File: src/rtl/b_traceback_322.sv
// Traceback unit for the (3,2,2) Viterbi decoder: 8 states, 2 info bits per step.
// Survivor columns are stored in a circular memory of 2*TB_LEN entries.
// Every TB_LEN accepted columns (after an initial 2*TB_LEN fill), the unit traces
// back 2*TB_LEN columns from best_state. The first TB_LEN steps only merge onto
// the survivor path. The last TB_LEN steps are captured and replayed oldest-first.
module b_traceback_322 #(
  parameter int TB_LEN = 12,
  parameter int AW     = 5
) (
  input  logic        clk,
  input  logic        reset,
  input  logic        in_valid,
  output logic        in_ready,
  input  logic [15:0] surv,
  input  logic [2:0]  best_state,
  output logic        out_valid,
  output logic [1:0]  out_bits
);

  localparam int DEPTH = 2 * TB_LEN;
  localparam int MW    = $clog2(DEPTH);
  localparam int RW    = $clog2(TB_LEN);

  localparam logic [AW-1:0] ZERO_A    = AW'(0);
  localparam logic [AW-1:0] ONE_A     = AW'(1);
  localparam logic [AW-1:0] LAST_ADDR = AW'(DEPTH - 1);
  localparam logic [AW-1:0] LAST_K    = AW'(DEPTH - 1);
  localparam logic [AW-1:0] BLK_LAST  = AW'(TB_LEN - 1);
  localparam logic [AW-1:0] TB_LEN_A  = AW'(TB_LEN);
  localparam logic [AW:0]   ONE_F     = (AW+1)'(1);
  localparam logic [AW:0]   FILL_LAST = (AW+1)'(DEPTH - 1);
  localparam logic [AW:0]   FILL_FULL = (AW+1)'(DEPTH);

  typedef enum logic [0:0] {
    ST_FILL  = 1'b0,
    ST_TRACE = 1'b1
  } state_t;

  // Circular pointer step forward, wrapping at the memory depth rather than 2**AW.
  function automatic logic [AW-1:0] ptr_inc(input logic [AW-1:0] p);
    logic [AW-1:0] r;
    if (p == LAST_ADDR) begin
      r = ZERO_A;
    end else begin
      r = p + ONE_A;
    end
    return r;
  endfunction

  // Circular pointer step backward, wrapping at the memory depth rather than 2**AW.
  function automatic logic [AW-1:0] ptr_dec(input logic [AW-1:0] p);
    logic [AW-1:0] r;
    if (p == ZERO_A) begin
      r = LAST_ADDR;
    end else begin
      r = p - ONE_A;
    end
    return r;
  endfunction

  state_t          state_r;
  state_t          state_s;

  logic [15:0]     mem_r [DEPTH];
  logic [AW-1:0]   wr_ptr_r;
  logic [AW:0]     fill_cnt_r;
  logic [AW-1:0]   blk_cnt_r;

  logic [AW-1:0]   rd_r;
  logic [AW-1:0]   k_r;
  logic [2:0]      tb_state_r;
  logic [1:0]      rev_buf_r [TB_LEN];

  logic [AW-1:0]   emit_cnt_r;
  logic            out_valid_r;
  logic [1:0]      out_bits_r;

  logic            accept_s;
  logic            trigger_s;
  logic            in_trace_s;
  logic            last_trace_s;
  logic            store_s;
  logic [2:0]      cur_state_s;
  logic [15:0]     col_s;
  logic [1:0]      dec_s;
  logic [2:0]      pred_s;
  logic [RW-1:0]   rev_wr_idx_s;
  logic [RW-1:0]   rev_rd_idx_s;

  assign out_valid = out_valid_r;
  assign out_bits  = out_bits_r;

  // Accept/trigger decode: first trace after a full 2*TB_LEN fill, then every TB_LEN accepts.
  always_comb begin
    accept_s  = 1'b0;
    trigger_s = 1'b0;
    if (state_r == ST_FILL) begin
      accept_s = in_valid;
    end else begin
      accept_s = 1'b0;
    end
    if (accept_s) begin
      if (fill_cnt_r == FILL_LAST) begin
        trigger_s = 1'b1;
      end else if ((fill_cnt_r == FILL_FULL) && (blk_cnt_r == BLK_LAST)) begin
        trigger_s = 1'b1;
      end else begin
        trigger_s = 1'b0;
      end
    end else begin
      trigger_s = 1'b0;
    end
  end

  // Next-state logic and the ready handshake, which is high only while filling.
  always_comb begin
    state_s  = state_r;
    in_ready = 1'b0;
    case (state_r)
      ST_FILL: begin
        in_ready = 1'b1;
        if (trigger_s) begin
          state_s = ST_TRACE;
        end else begin
          state_s = ST_FILL;
        end
      end
      ST_TRACE: begin
        in_ready = 1'b0;
        if (k_r == LAST_K) begin
          state_s = ST_FILL;
        end else begin
          state_s = ST_TRACE;
        end
      end
      default: begin
        in_ready = 1'b0;
        state_s  = ST_FILL;
      end
    endcase
  end

  // Traceback datapath: on the first step the start state comes straight from best_state.
  always_comb begin
    in_trace_s   = (state_r == ST_TRACE);
    last_trace_s = 1'b0;
    store_s      = 1'b0;
    cur_state_s  = tb_state_r;
    if (k_r == ZERO_A) begin
      cur_state_s = best_state;
    end else begin
      cur_state_s = tb_state_r;
    end
    col_s        = mem_r[MW'(rd_r)];
    dec_s        = col_s[{cur_state_s, 1'b0} +: 2];
    pred_s       = {dec_s, cur_state_s[2]};
    rev_wr_idx_s = RW'(k_r - TB_LEN_A);
    rev_rd_idx_s = RW'(BLK_LAST - emit_cnt_r);
    if (in_trace_s) begin
      last_trace_s = (k_r == LAST_K);
      store_s      = (k_r >= TB_LEN_A);
    end else begin
      last_trace_s = 1'b0;
      store_s      = 1'b0;
    end
  end

  // FSM state register.
  always_ff @(posedge clk or posedge reset) begin
    if (reset) begin
      state_r <= ST_FILL;
    end else begin
      state_r <= state_s;
    end
  end

  // Survivor memory write side: column store, write pointer, fill and block counters.
  always_ff @(posedge clk or posedge reset) begin
    if (reset) begin
      wr_ptr_r   <= ZERO_A;
      fill_cnt_r <= (AW+1)'(0);
      blk_cnt_r  <= ZERO_A;
      for (int i = 0; i < DEPTH; i++) begin
        mem_r[i] <= 16'h0000;
      end
    end else if (accept_s) begin
      mem_r[MW'(wr_ptr_r)] <= surv;
      wr_ptr_r             <= ptr_inc(wr_ptr_r);
      if (fill_cnt_r != FILL_FULL) begin
        fill_cnt_r <= fill_cnt_r + ONE_F;
        blk_cnt_r  <= ZERO_A;
      end else if (blk_cnt_r == BLK_LAST) begin
        blk_cnt_r <= ZERO_A;
      end else begin
        blk_cnt_r <= blk_cnt_r + ONE_A;
      end
    end
  end

  // Trace walker: follows predecessors backward and captures the older half of the window.
  always_ff @(posedge clk or posedge reset) begin
    if (reset) begin
      k_r        <= ZERO_A;
      rd_r       <= ZERO_A;
      tb_state_r <= 3'b000;
      for (int i = 0; i < TB_LEN; i++) begin
        rev_buf_r[i] <= 2'b00;
      end
    end else if (in_trace_s) begin
      if (store_s) begin
        rev_buf_r[rev_wr_idx_s] <= cur_state_s[1:0];
      end
      tb_state_r <= pred_s;
      rd_r       <= ptr_dec(rd_r);
      if (k_r == LAST_K) begin
        k_r <= ZERO_A;
      end else begin
        k_r <= k_r + ONE_A;
      end
    end else if (trigger_s) begin
      // The triggering column lands at the current write pointer; start there.
      rd_r <= wr_ptr_r;
      k_r  <= ZERO_A;
    end
  end

  // Emitter: replays the captured block oldest-first; the first symbol bypasses rev_buf.
  always_ff @(posedge clk or posedge reset) begin
    if (reset) begin
      emit_cnt_r  <= ZERO_A;
      out_valid_r <= 1'b0;
      out_bits_r  <= 2'b00;
    end else if (last_trace_s) begin
      out_valid_r <= 1'b1;
      out_bits_r  <= cur_state_s[1:0];
      emit_cnt_r  <= ONE_A;
    end else if (out_valid_r) begin
      if (emit_cnt_r == TB_LEN_A) begin
        out_valid_r <= 1'b0;
        emit_cnt_r  <= ZERO_A;
      end else begin
        out_bits_r <= rev_buf_r[rev_rd_idx_s];
        emit_cnt_r <= emit_cnt_r + ONE_A;
      end
    end
  end

endmodule

File: config.mk
export PLATFORM = sky130hd
export DESIGN_NAME = b_traceback_322
export DESIGN_NICKNAME = d
export VERILOG_FILES = /design/src/rtl/b_traceback_322.sv
export SDC_FILE = /design/constraint.sdc
export NUM_CORES = 1
export LEC_CHECK = 0
export ABC_CLOCK_PERIOD_IN_PS = 35200
export CAP_MARGIN = 20
export CORE_AREA = 3 3 198 200
export DETAILED_ROUTE_END_ITERATION = 6
export DIE_AREA = 0 0 201 203
export PLACE_DENSITY = 0.71
export SETUP_SLACK_MARGIN = 0.4
export SYNTH_ARGS = -nofsm -noshare
export SYNTH_HDL_FRONTEND = slang
export SYNTH_SLANG_ARGS = --single-unit
File: constraint.sdc
create_clock -name clk -period 35.2 [get_ports clk]
set_input_delay 7.04 -clock clk [delete_from_list [all_inputs] [get_ports clk]]
set_output_delay 7.04 -clock clk [all_outputs]
set_load 0.01 [all_outputs]
==> impl_metrics.toml, run 1 <==
[status]
run_status = "finished, final reports clean"

[floorplan]
fp.coreArea_um2 = 37600
fp.dieH_um = 203
initial_core_util_pct = 55.1
die_area_um2 = 40800
die_w_um = 201
io_pins = 26
rows = 71

[synth]
yosys_most_used_dff = "dfrtp_1"
netlist_top_cells_area = "dfrtp_1 54%, mux2_2 21%, mux4_2 12%"
ys_types = 60
netlist.area_leader.share_pct = 53.9
synth_edf_count = 0
ys_warn_count = 0
async_reset_ff_share_pct = 100
yosysSeqAreaShare_pct = 53.9
yosys.area.top_type = "dfrtp_1"
avgSynthCellArea_um2 = 14.8
ys_ff_latch = 446
syn-num-nets = 1438
syn_area_um2 = 20700
synth_cells = 1401

[setup_path]
critPathBufInv = 5
cp.arrival_ns = 10.82
start_kind = "primary input"
cpMostUsedCell = "buf_4"
critPathCaptureType = "asynchronous set/reset pin"
cp.required_ns = 35.75
crit_family = "buffers and inverters"
max_stage_delay_ns = 0.87
cp_max_fo = 157
worstPathCellList = "clkdlybuf4s50_1 > inv_8 > buf_4 > buf_12 > buf_4"
cp_slowest_cell = "buf_4"
crit_type = "in2async"

[timing]
setup_slack_ns = 24.93
tightest_slew_ns = 1.15
fmax_ghz = 0.0974
min_period_over_period_pct = 29.2
period_minus_slack_ns = 10.27
drv_slew = 0
rsz0062_at_grt = "false"
max_slew_margin_pct = 23.1
finalSetupTns_ns = 0
fin_skew_ns = 0.0117
setup_viol = 0
final-hold-violation-count = 0

[clock_network]
htreeDepth = 2
clk_path_buf_depth = 3
root_buffer = "clkbuf_16"
cts_buffers = 47
tritoncts = "done"
ctsResizeCount = 0
cts.sinks = 446
path_clk_slew_ns = 0.06
ctsHoldBuffers = 0
clock_latency_ns = 0.57
postCtsSetupBuffers = 0

[global_routing]
antenna_found_initial = 0
first_global_vias = 12438
grt_pass1_wl_um = 72900
track_usage_pct = 23.0
grt_max_degree = 158
overflow = 0

[cells_and_area]
multi_input_area_um2 = 8950
mostFrequentLayoutCells = "444 x dfrtp_1, 386 x mux2_2, 109 x mux4_2"
nets = 1429
fillers = 2842
fin_util_pct = 60.8
n_antenna_cell = 0
area_growth_pct = 10.5
final_common_cell = "dfrtp_1"
seqCellArea_um2 = 11200
fin_cells = 1934
drive_gt1_share_pct = 42.7

[pwr]
vdd_drop_max_mv = 0.0411
p_leak_uw = 0.0106
p_sw_share_pct = 28.7
p_sw_uw = 502
power_uw = 1740
combPwrFrac_pct = 27.5
p_clk_share_pct = 28.2
intPower_uw = 1240
seqPwrFrac_pct = 44.3
power_density_nw_per_um2 = 76.3

[worst_hold_path]
hold_class = "reg2reg"

[drt]
ant_nets = 0
num_vias = 11793
drt_iter0_drc = 719
wl_um = 45700
vias_per_cell = 6.10
drtPass1Iterations = 5
drc = 0
wire_per_inst_um = 23.7

[placed_design]
numPortBuffers = 25
dp.cells = 1852
dpl_worst_slack_ns = 24.14
dp_hpwl_um = 27900
gp_congestion = 0.806

[flow_run]
cap_violations = 0
## metal layers
metal | global-route usage (%) | vias up | wire length [µm]
li1 | - | 5136 | -
met1 | 31.5 | 6338 | 19900
met2 | 38.5 | 245 | 22700
met3 | 3.00 | 74 | 1860
met4 | 7.70 | 0 | 1300
met5 | 0 | - | 0
## cell usage after synthesis (7+ instances only)
library cell	instances
a22oi_1	12
buf_2	9
clkbuf_1	78
dfrtp_1	446
ha_1	15
inv_1	17
mux2_2	386
mux2i_1	26
mux4_2	109
nand2_1	85
nand3_1	23
nand4_1	11
nor2_1	33
nor3b_1	7
o21ai_0	43
xor2_1	8
## cell families (layout without fill, tap and decap cells)
kind of cell	Yosys count	count (layout)	share of synthesized area, %
AO/OA/AOI/OAI	86	86	2.61
adder cells (fa/ha/maj)	15	15	0.907
multiplexers	527	527	34.8
XOR/XNOR	13	13	0.550
buffers and inverters	126	148	2.89
flip-flops	446	446	53.9
AND/OR/NAND/NOR	188	188	4.34
## registers in the layout (all words and copies together) (netlist names)
name / cells
wr_ptr_r: 5
in_trace_s: 1
rd_r: 5
out_valid: 1
k_r: 5
mem_r: 384
tb_state_r: 3
emit_cnt_r: 5
fill_cnt_r: 6
rev_buf_r: 24
out_bits: 2
blk_cnt_r: 5
## final timing paths
check,startpoint,end,slack (ns),cells past startpoint
max reg2reg,rd_r[1],tb_state_r[1],31.18,6
min reg2reg,blk_cnt_r[4],blk_cnt_r[4],0.48,1
min,blk_cnt_r[4],blk_cnt_r[4],0.48,1
max in group clk,in_trace_s,in_ready,25.99,2
min in group asynchronous,reset,mem_r[108],7.05,2
max,reset,mem_r[18],24.93,5
## worst reg2reg max path, stage by stage (launching register included)
cell	delay [ns]
dfrtp_4	0.96
buf_4	0.82
mux4_2	0.64
mux4_1	0.55
mux2i_1	0.23
a211oi_1	0.17
or4_1	0.52
## power by group through the flow
stage          registers, µW  logic (µW)  clock network [µW]
4_1_cts                  774         483                 503
3_3_place_gp             773         467                   0
3_5_place_dp             782         482                   0
5_1_grt                  795         518                 524
2_1_floorplan            734         407                   0
6_report                 774         479                 492
## layout make-up
cell class	instances	share of cell area (%)
Clock buffer	71	6.25
Clock inverter	9	0.432
Inverter	18	0.328
Multi-Input combinational cell	829	39.2
Timing Repair Buffer	50	2.18
Tap cell	511	2.80
Sequential cell	446	48.9
## metrics by stage
stage,instance area (µm²),hold slack [ns]
2_1_floorplan,20700,0.445
3_3_place_gp,21300,0.456
3_5_place_dp,21300,0.467
4_1_cts,22800,0.475
5_1_grt,22900,0.506
6_report,22900,0.476
Power figures use the tool's default switching activity.
==> inputs of run 2 (changes only) <==
--- a/config.mk
+++ b/config.mk
@@ -5,12 +5,12 @@
 export SDC_FILE = /design/constraint.sdc
 export NUM_CORES = 1
 export LEC_CHECK = 0
-export ABC_CLOCK_PERIOD_IN_PS = 35200
+export ABC_CLOCK_PERIOD_IN_PS = 8300
 export CAP_MARGIN = 20
 export CORE_AREA = 3 3 198 200
 export DETAILED_ROUTE_END_ITERATION = 6
 export DIE_AREA = 0 0 201 203
-export PLACE_DENSITY = 0.71
+export PLACE_DENSITY = 0.74
 export SETUP_SLACK_MARGIN = 0.4
 export SYNTH_ARGS = -nofsm -noshare
 export SYNTH_HDL_FRONTEND = slang
==> constraint.sdc (replaced) <==
create_clock -name clk -period 8.3 [get_ports clk]
set_input_delay 1.66 -clock clk [delete_from_list [all_inputs] [get_ports clk]]
set_output_delay 1.66 -clock clk [all_outputs]
set_load 0.01 [all_outputs]
==> impl_metrics.toml, run 2 (same netlist as run 1, synthesis figures left out) <==
[status]
run_status = "finished, final reports clean"

[drt]
wire_per_inst_um = 24.0
wl_um = 46500
num_vias = 11911
drc = 0
vias_per_cell = 6.14
drtPass1Iterations = 5
drt_iter0_drc = 902
ant_nets = 0

[placed_design]
gp_congestion = 0.852
numPortBuffers = 25
dp_hpwl_um = 28000
placed_cell_area_um2 = 21300

[floorplan]
io_pins = 26
rows = 71
die_w_um = 201
initial_core_util_pct = 55.1
fp.coreArea_um2 = 37600
fp.dieH_um = 203
die_area_um2 = 40800

[clock_network]
cts_buffers = 47
ctsHoldBuffers = 0
tritoncts = "done"
clk_path_buf_depth = 3
htreeDepth = 2
postCtsSetupBuffers = 0
cts.sinks = 446
root_buffer = "clkbuf_16"
ctsResizeCount = 0
clock_latency_ns = 0.58
path_clk_slew_ns = 0.06

[setup_path]
critPathCaptureType = "output pin"
crit_type = "reg2out"
cp_max_fo = 18
start_kind = "flop"
cp.required_ns = 6.64
cp.arrival_ns = 2.19

[global_routing]
grt_pass1_wl_um = 74100
first_global_vias = 12562
grt_max_degree = 154
antenna_found_initial = 1
track_usage_pct = 23.4
overflow = 0

[timing]
setup_viol = 0
drv_slew = 0
period_minus_slack_ns = 3.85
max_slew_margin_pct = 23.6
fmax_ghz = 0.260
min_period_over_period_pct = 46.4
tightest_slew_ns = 1.14
whs_ns = 0.473
rsz0062_at_grt = "false"
final-hold-violation-count = 0
finalSetupTns_ns = 0
fin_skew_ns = 0.0234

[worst_hold_path]
hold_class = "reg2reg"

[pwr]
power_uw = 7490
vdd_drop_max_mv = 0.200
power_density_nw_per_um2 = 327
p_leak_uw = 0.0106

[cells_and_area]
drive_gt1_share_pct = 42.9
fillers = 2792
reg_top3 = "mem_r (384), rev_buf_r (24), fill_cnt_r (6)"
regMostFlops = "mem_r"
area_growth_pct = 10.5
final_common_cell = "dfrtp_1"
nets = 1431
mostFrequentLayoutCells = "444 x dfrtp_1, 386 x mux2_2, 109 x mux4_2"
largest_reg_flops = 384
fin_area_um2 = 22900

[flow_run]
cap_violations = 0
run 2: cell count changes in the layout (fill, tap and decap cells not counted), moves of 2 or more:
cell / previous run / this run
buf_4: 21 / 26
bufinv_16: 2 / 5
clkinv_2: 6 / 9
clkbuf_8: 12 / 7
buf_16: 2 / 0
run 2: layout make-up:
cell class | instances | area [µm²] | area share [%]
clock inverters | 17 | 229 | 1.00
clock buffers | 66 | 1340 | 5.85
multi-input cells | 829 | 8950 | 39.2
diodes | 1 | 2.50 | 0.0109
flip-flops and latches | 446 | 11200 | 48.8
repair buffers | 52 | 465 | 2.04
well taps | 511 | 639 | 2.80
inverters | 18 | 71.3 | 0.312
run 2: report_power, final:
part	switching (µW)	internal [µW]	leakage [µW]	total (µW)
Combinational	884	1180	0.00384	2060
Sequential	429	2850	0.00593	3280
Clock	863	1280	0.000777	2140
run 2: per-layer routing:
metal / GRT usage, % / share of wire [%] / vias to the layer above
li1: - / - / 5152
met1: 32.5 / 44 / 6407
met2: 38.3 / 49 / 265
met3: 3.74 / 4.4 / 87
met4: 7.58 / 2.7 / 0
met5: 0 / 0 / -
run 2: critical path: stages, from the launching register on:
cell and delay [ns]:
dfrtp_1 0.79, inv_2 0.25, clkdlybuf4s50_1 0.55
run 2: final timing paths:
| check | slack (ns) | cells past startpoint | start | end |
|---|---|---|---|---|
| max in group asynchronous | 4.85 | 4 | reset | mem_r[80] |
| setup reg to reg | 4.58 | 7 | rd_r[0] | tb_state_r[1] |
| min in group asynchronous | 1.48 | 2 | reset | wr_ptr_r[2] |
| hold / removal | 0.47 | 1 | blk_cnt_r[4] | blk_cnt_r[4] |
| setup / recovery | 4.45 | 2 | in_trace_s | in_ready |
| hold reg to reg | 0.47 | 1 | blk_cnt_r[4] | blk_cnt_r[4] |
run 2: per-stage QoR:
step           util (%)  std cells  setup slack (ns)
2_1_floorplan         -       1401             0.611
3_3_place_gp       56.7       1856              4.10
3_5_place_dp       56.7       1856              4.13
4_1_cts            60.8       1939              4.46
5_1_grt            60.8       1939              4.27
6_report           60.9       1940              4.45
==> inputs of run 3 (changes only) <==
--- a/config.mk
+++ b/config.mk
@@ -5,7 +5,7 @@
 export SDC_FILE = /design/constraint.sdc
 export NUM_CORES = 1
 export LEC_CHECK = 0
-export ABC_CLOCK_PERIOD_IN_PS = 8300
+export ABC_CLOCK_PERIOD_IN_PS = 3200
 export CAP_MARGIN = 20
 export CORE_AREA = 3 3 198 200
 export DETAILED_ROUTE_END_ITERATION = 6
==> constraint.sdc (replaced) <==
create_clock -name clk -period 3.2 [get_ports clk]
set_input_delay 0.64 -clock clk [delete_from_list [all_inputs] [get_ports clk]]
set_output_delay 0.64 -clock clk [all_outputs]
set_load 0.01 [all_outputs]
==> impl_metrics.toml, run 3 (same netlist as run 1, synthesis figures left out) <==
[status]
run_status = "finished, final reports clean"

[setup_path]
cp.required_ns = 3.66
cp_slowest_cell = "mux4_2"
cp.depth = 6
crit_family = "multiplexers"
max_stage_delay_ns = 0.52
worst-r2r-cell-count = 6
worstPathCellList = "buf_12 > mux4_2 > mux4_2 > o21ai_0 > o211ai_1 > a31o_2"
crit_type = "reg2reg"
start_kind = "flop"
critPathCaptureType = "flop"
cp_max_fo = 14
critPathBufInv = 1
cp.arrival_ns = 3.28
cpMostUsedCell = "mux4_2"

[placed_design]
dpl_worst_slack_ns = 0.220
dp_hpwl_um = 30300
gp_congestion = 0.812
numPortBuffers = 25

[clock_network]
ctsHoldBuffers = 0
cts_buffers = 48
htreeDepth = 2
path_clk_slew_ns = 0.06
cts.sinks = 446
clk_path_buf_depth = 3
root_buffer = "clkbuf_16"
tritoncts = "done"
clock_latency_ns = 0.58

[pwr]
power_uw = 20000
power_density_nw_per_um2 = 846
vdd_drop_max_mv = 0.454
p_leak_uw = 0.0109

[floorplan]
fp.coreArea_um2 = 37600
io_pins = 26
fp.dieH_um = 203
die_w_um = 201
initial_core_util_pct = 55.1
die_area_um2 = 40800
rows = 71

[drt]
highest-signal-layer = "met5"
wl_met2_um = 23400
wire_per_inst_um = 24.1
drt_iter0_drc = 832
ant_nets = 0
drtPass1Iterations = 5
met1_length_um = 20700
num_vias = 12210
drc = 0
vias_per_cell = 6.12
dr_wl_met3_um = 2710
wl_um = 48100

[cells_and_area]
area_growth_pct = 14.2
drive_gt1_share_pct = 45.6
mostFrequentLayoutCells = "444 x dfrtp_1, 387 x mux2_2, 110 x mux4_2"
reg_top3 = "mem_r (384), rev_buf_r (24), fill_cnt_r (6)"
regMostFlops = "mem_r"
final_common_cell = "dfrtp_1"
n_antenna_cell = 0
nets = 1483
largest_reg_flops = 384

[timing]
rsz0062_at_grt = "true"
final-hold-violation-count = 0
period_minus_slack_ns = 2.82
fmax_ghz = 0.355
max_slew_margin_pct = 24.3
drv_slew = 0
setup_slack_ns = 0.381
setup_viol = 0
fin_skew_ns = 0.0176
min_period_over_period_pct = 88.1
tightest_slew_ns = 1.13

[global_routing]
grt_max_degree = 73
grt_pass1_wl_um = 76900
track_usage_pct = 24.2
antenna_found_initial = 1
overflow = 0
first_global_vias = 12990

[worst_hold_path]
hold_depth = 2
hold_class = "reg2reg"

[flow_run]
cap_violations = 0
==> run 3: cell count changes in the layout (fill, tap and decap cells not counted), moves of 2 or more <==
cell	delta
bufinv_16	-2
clkinv_2	-2
clkbuf_1	-2
inv_2	+2
buf_12	+19
buf_4	+28
inv_1	-2
buf_8	+2
clkbuf_8	+10
==> run 3: layer usage <==
| metal | up-vias | GRT usage, % |
|---|---|---|
| met5 | - | 0 |
| met3 | 98 | 4.31 |
| met4 | 2 | 7.55 |
| met2 | 330 | 39.6 |
| met1 | 6518 | 33.6 |
| li1 | 5262 | - |
==> run 3: path summary, 6_finish.rpt <==
check	start	endpoint	slack (ns)
worst min-delay path	rev_buf_r[10]	rev_buf_r[10]	0.48
worst min register to register	rev_buf_r[10]	rev_buf_r[10]	0.48
max in group asynchronous	reset	rev_buf_r[21]	1.78
worst max register to register	rd_r[0]	tb_state_r[2]	0.38
min in group asynchronous	reset	wr_ptr_r[2]	0.56
worst max-delay path	rd_r[0]	tb_state_r[2]	0.38
==> run 3: through the flow <==
step | util (%) | TNS, ns | cells | area, µm² | hold slack, ns
4_1_cts | 62.8 | 0 | 1992 | 23600 | 0.479
3_3_place_gp | 57.9 | 0 | 1892 | 21800 | 0.457
5_1_grt | 62.9 | 0 | 1995 | 23600 | 0.494
2_1_floorplan | - | -1547.25 | 1401 | 20700 | 0.445
3_5_place_dp | 57.9 | 0 | 1892 | 21800 | 0.466
6_report | 62.9 | 0 | 1995 | 23600 | 0.481
==> run 3: tightest hold or removal path: stages, from the launching register on <==
cell     delay (ns)
dfrtp_1        0.34
nand2_1        0.05
o21ai_0        0.06
==> run 3: area by class of cell <==
cell class,instances,area (µm²)
inverter,18,71.3
fill,2675,14000
clock buffer,75,1490
tap,511,639
multi-input combinational,830,9000
clock inverter,13,151
sequential,446,11200
timing repair buffer,102,1100
==> run 3: report_power, final <==
part           switching [µW]  internal (µW)
Sequential               1010           7400
Combinational            2490           3360
Clock                    2270           3440
==> run 3: timing repair <==
item | 4_1_cts | 5_1_grt
gates resized for setup | 5 | 5
cloned | 1 | 0
pin swaps | 0 | 2
endpoints found under the setup margin | 2 | 2
setup buffers | 11 | 3
